<file path="src/rtl/pipeline_ctrl_pkg.sv">
// Shared pipeline control definitions: FSM state codes, default widths and
// state decode helpers, reused by the debug unit.
package pipeline_ctrl_pkg;

  localparam int unsigned CNT_SIZE_DEF   = 32;
  localparam int unsigned STATE_SIZE_DEF = 3;
  localparam int unsigned STATE_W        = 3;

  typedef enum logic [STATE_W-1:0] {
    ST_IDLE      = 3'd0,
    ST_RUN       = 3'd1,
    ST_STEP      = 3'd2,
    ST_WAIT_STEP = 3'd3,
    ST_DONE      = 3'd4
  } state_e;

  // Pipeline latches are clocked only while running or single-stepping.
  function automatic logic is_busy(input state_e s);
    return (s == ST_RUN) || (s == ST_STEP);
  endfunction

  // States in which a halt reaching WB terminates execution.
  function automatic logic is_active(input state_e s);
    return (s == ST_RUN) || (s == ST_STEP) || (s == ST_WAIT_STEP);
  endfunction

endpackage

</file>
<file path="src/rtl/pipeline_ctrl_sat_counter.sv">
// Width-parameterised up-counter with enable, synchronous clear and
// saturation at all-ones (never wraps).
module sat_counter #(
  parameter int unsigned WIDTH = 32
) (
  input  logic             clk,
  input  logic             rst,
  input  logic             en,
  input  logic             clr,
  output logic [WIDTH-1:0] count
);

  logic at_max;

  assign at_max = (count == {WIDTH{1'b1}});

  always_ff @(posedge clk or posedge rst) begin
    if (rst) begin
      count <= '0;
    end else if (clr) begin
      count <= '0;
    end else if (en && !at_max) begin
      count <= count + WIDTH'(1);
    end
  end

endmodule

</file>
<file path="src/rtl/pipeline_ctrl.sv">
// Run/step/halt controller for the five-stage pipeline: gates stage latches
// and PC updates, and counts enabled pipeline clocks.
module pipeline_ctrl
  import pipeline_ctrl_pkg::*;
#(
  parameter int unsigned CNT_SIZE   = CNT_SIZE_DEF,
  parameter int unsigned STATE_SIZE = STATE_SIZE_DEF
) (
  input  logic                  i_clk,
  input  logic                  i_reset,
  input  logic                  i_run,
  input  logic                  i_step,
  input  logic                  i_clear,
  input  logic                  i_halt_id,
  input  logic                  i_halt_wb,
  input  logic                  i_stall,
  output logic                  o_pipe_enable,
  output logic                  o_pc_enable,
  output logic                  o_busy,
  output logic                  o_done,
  output logic [STATE_SIZE-1:0] o_state,
  output logic [CNT_SIZE-1:0]   o_cycle_count
);

  state_e state_q;
  state_e state_d;
  logic   done_q;
  logic   halt_fetched_q;
  logic   pipe_en;
  logic   cnt_clr;

  // State register plus the registered done pulse and halt-fetched flag.
  always_ff @(posedge i_clk or posedge i_reset) begin
    if (i_reset) begin
      state_q        <= ST_IDLE;
      done_q         <= 1'b0;
      halt_fetched_q <= 1'b0;
    end else begin
      state_q <= state_d;
      done_q  <= (state_d == ST_DONE) && (state_q != ST_DONE);
      if (state_q == ST_IDLE) begin
        halt_fetched_q <= 1'b0;
      end else if (i_halt_id && pipe_en) begin
        halt_fetched_q <= 1'b1;
      end
    end
  end

  // Next-state logic; a halt in WB wins over every other request.
  always_comb begin
    state_d = state_q;
    cnt_clr = 1'b0;
    case (state_q)
      ST_IDLE: begin
        if (i_run) begin
          state_d = ST_RUN;
        end else if (i_step) begin
          state_d = ST_STEP;
        end
      end
      ST_RUN: begin
        if (i_halt_wb) begin
          state_d = ST_DONE;
        end
      end
      ST_STEP: begin
        state_d = i_halt_wb ? ST_DONE : ST_WAIT_STEP;
      end
      ST_WAIT_STEP: begin
        if (i_halt_wb) begin
          state_d = ST_DONE;
        end else if (i_run) begin
          state_d = ST_RUN;
        end else if (i_step) begin
          state_d = ST_STEP;
        end
      end
      ST_DONE: begin
        if (i_clear) begin
          state_d = ST_IDLE;
          cnt_clr = 1'b1;
        end
      end
      default: begin
        state_d = ST_IDLE;
      end
    endcase
  end

  // Moore decode from the registered state only.
  assign pipe_en       = is_busy(state_q);
  assign o_pipe_enable = pipe_en;
  assign o_busy        = pipe_en;
  assign o_done        = done_q;
  assign o_state       = STATE_SIZE'(state_q);

  // Stalls and a fetched halt freeze the PC while latches keep moving.
  assign o_pc_enable = pipe_en && !halt_fetched_q && !i_stall;

  sat_counter #(
    .WIDTH (CNT_SIZE)
  ) u_cycle_cnt (
    .clk   (i_clk),
    .rst   (i_reset),
    .en    (pipe_en),
    .clr   (cnt_clr),
    .count (o_cycle_count)
  );

endmodule

</file>
<file path="config.mk">
export PLATFORM = sky130hd
export DESIGN_NAME = pipeline_ctrl
export DESIGN_NICKNAME = d
export VERILOG_FILES = /design/src/rtl/pipeline_ctrl_pkg.sv /design/src/rtl/pipeline_ctrl_sat_counter.sv /design/src/rtl/pipeline_ctrl.sv
export SDC_FILE = /design/constraint.sdc
export NUM_CORES = 1
export LEC_CHECK = 0
export BUFFER_PORTS_ARGS = -buffer_cell sky130_fd_sc_hd__buf_2
export CORE_MARGIN = 2
export CORE_UTILIZATION = 35
export CTS_BUF_LIST = sky130_fd_sc_hd__clkbuf_2
export CTS_CLUSTER_DIAMETER = 30
export DETAILED_ROUTE_END_ITERATION = 16
export PLACE_DENSITY = 0.62
export SLEW_MARGIN = 20
export SYNTH_ARGS = -nofsm -noshare
export SYNTH_HDL_FRONTEND = slang
export SYNTH_SLANG_ARGS = --single-unit
</file>
<file path="constraint.sdc">
create_clock -name i_clk -period 2 [get_ports i_clk]
set_clock_uncertainty 0.1 [all_clocks]
set_input_delay 0.4 -clock i_clk [delete_from_list [all_inputs] [get_ports i_clk]]
set_output_delay 0.4 -clock i_clk [all_outputs]
set_load 0.05 [all_outputs]
</file>
==> metrics.txt <==
max incr delay on CP=0.49 ns; fin crit period=approximately 2.2 ns; antenna violations before repair=0; Setup-failing EPs final=10; Synth Cell Area=2090 um^2; Final Net Count=324; most common cell after layout, fill and taps aside=buf_2; first-pass GRT wire length=8990 um; Critical Path, Cell by Cell=xnor2_4 -> buf_4 -> nor4_4 -> nand3_2 -> buf_4 -> or4_1 -> nand2_1; CTS Buf Count=5; arrival time worst endpoint=2.38 ns; vias in the first global route=1908; drt pass-1 iters=4; r2r startpoint=o_state[0]; Synth area leaders=dfrtp_1 44%, nand2_1 5.2%, a21oi_1 5.0%, mux2i_1 3.8%, nand4_1 3.6%; I/O pin count=47; Syn Inst Count=approximately 230; worst setup margin=-0.178 ns; CP required=2.21 ns; Diodes inserted=0; Hold Startpoint=i_halt_wb; wire per inst=between 15 and 20 um; run status=finished, violations left; Worst path slowest cell=dfrtp_2; Synthesized Nets=240; overall die height=81.3 um; CP dominant cell by count=buf_4; Worst Hold Class=primary input to register; VDD IR-drop max=0.842 mV; Util after Layout=0.517; RePlAce Congestion=between 0.8 and 0.9; drt total wl=6000 um; Clock Latency Late Sink=between 0.3 and 0.4 ns; Synth area leader=dfrtp_1; total core area=~5900 um^2; upper clock frequency limit=459 MHz; initial core utilization=0.357; GRT Residual Overflow=0; Final period util=1.09; top_reg_cell synth=dfrtp_1; maximum root-to-sink buffer count=2; fraction of registers with async set/reset=1.00; post-synth top area share=0.443; Setup WS pre-CTS=about 0.0019 ns; number of buffers added on ports=46; FILL cells=540; Synth Area per Inst=9.05 um^2; clk sink count=37; post-route ant nets=0; final hold viol count=0; CTS tree=yes; die area=6610 um^2; crit path launch=o_state[0]; clk slew on worst S/H paths=0.19 ns; register area share after synthesis=0.443; Leakage Power=about 0.0013 uW; Post-synth EDFFs=0; Post-route DRC=0; DR iter-0 viols=85; Row Count=28; hpwl dp=roughly 4000 um; hold slack=0.144 ns; crit end category=register; delay-heaviest family, CP=simple AND/OR/NAND/NOR gates; max_cap viols=0; Synth warnings=0; worst rel slew slack=0.670; Seq cells post-synth=37; Crit Path Category=register to register; via count=2150; unrepaired setup endpoints after global routing=true; PD cells=around 1700 nW/um^2; root buffer cell=clkbuf_2; total track usage=0.177; largest net degree at the start of global routing=38; most frequent cells in the layout=43 x buf_2, 38 x buf_4, 32 x dfrtp_2; Vias/cell=roughly 5.5; CP Buf/Inv Count=2; share of cells above drive strength 1=0.524; Unique masters post-synth=43; Die Wd=81.3 um; failing checks=setup timing; Slew @ Worst Pin=~0.49 ns; H-tree levels=2; CP Max Fanout=5; Max Slew Vio Count=0; Area growth, synth to finish=44.6%; Startpoint Class=register
==> state kept, by name, indices dropped and copies added (netlist names) <==
signal	flops
halt_fetched_q	1
o_done	1
o_state	3
u_cycle_cnt.count	32
==> synthesized netlist by cell type, types with 2 or more instances <==
master,number
a21oi_1,21
and2_1,2
o21ai_1,7
nor4_1,3
nand2_1,29
and4_1,5
o31ai_1,6
and3_1,7
a31oi_1,2
nor3_1,6
nor2_1,8
nand3b_1,2
dfrtp_1,37
inv_1,6
mux2i_1,8
nand4_1,12
or3_1,11
xnor2_1,2
a211oi_1,2
clkbuf_1,5
o21ai_0,5
buf_2,4
o211ai_1,5
or4_1,6
nand3_1,12
==> power by group <==
part,leakage [uW],switching (uW),total (uW),internal (uW)
logic,0.000865,2210,3320,1100
registers,0.000445,399,1520,1120
clock network,0.0000265,245,327,81.6
==> timing repair <==
action / in CTS / in global routing
hold buffers: 1 / 0
endpoints found under the hold margin: 20 / 0
pin swaps: 4 / 10
setup buffers: 3 / 13
gates cloned: 0 / 1
setup endpoints to repair: 5 / 27
gates resized for setup: 16 / 33
==> final timing paths <==
kind	endpoint	slack [ns]	cells past startpoint
setup / recovery	u_cycle_cnt.count[11]	-0.18	7
hold / removal	o_done	0.14	3
setup reg to reg	u_cycle_cnt.count[11]	-0.18	7
hold reg to reg	u_cycle_cnt.count[27]	0.41	1
max in group asynchronous	u_cycle_cnt.count[14]	0.86	4
min in group asynchronous	u_cycle_cnt.count[27]	0.53	4
==> per-stage QoR <==
step	cells	area [um^2]	setup TNS, ns	power, uW
3_3_place_gp	366	2640	0	4340
5_1_grt	390	3020	-1.65	5470
3_5_place_dp	366	2640	0	4390
6_report	390	3020	-0.794	5170
2_1_floorplan	231	2210	-0.109	3580
4_1_cts	377	2790	-0.638	4990
==> area by class of cell <==
| type | instances | area (um^2) | area share |
|---|---|---|---|
| repair buffers | 87 | 588 | 0.194 |
| flip-flops and latches | 37 | 966 | 0.319 |
| well taps | 75 | 93.8 | 0.0310 |
| clock buffers | 6 | 30.0 | 0.00993 |
| multi-input cells | 177 | 1300 | 0.431 |
| clock inverters | 1 | 3.75 | 0.00124 |
| inverters | 7 | 38.8 | 0.0128 |
==> logic make-up after synthesis <==
family / Yosys count / synth area share
flip-flops: 37 / 0.443
AO/OA/AOI/OAI: 52 / 0.151
adder cells (fa/ha/maj): 1 / 0.00598
AND/OR/NAND/NOR: 113 / 0.311
buffers and inverters: 18 / 0.0425
XOR/XNOR: 2 / 0.00838
multiplexers: 8 / 0.0383
==> metal layers <==
metal / part of all wire / global-route usage / wire length, um / vias to the layer above
met5: 0 / 0 / 0 / -
met4: 0.011 / 0.0559 / 65 / 0
met3: 0.036 / 0.0344 / 214 / 6
met2: 0.50 / 0.291 / 2980 / 54
met1: 0.46 / 0.233 / 2740 / 1050
li1: - / - / - / 1040
==> worst reg2reg max path, cell delays in order (launching register included) <==
cell,delay [ns]
dfrtp_2,0.49
xnor2_4,0.15
buf_4,0.14
nor4_4,0.34
nand3_2,0.17
buf_4,0.17
or4_1,0.46
nand2_1,0.09
(Power assumes the default switching activity.)
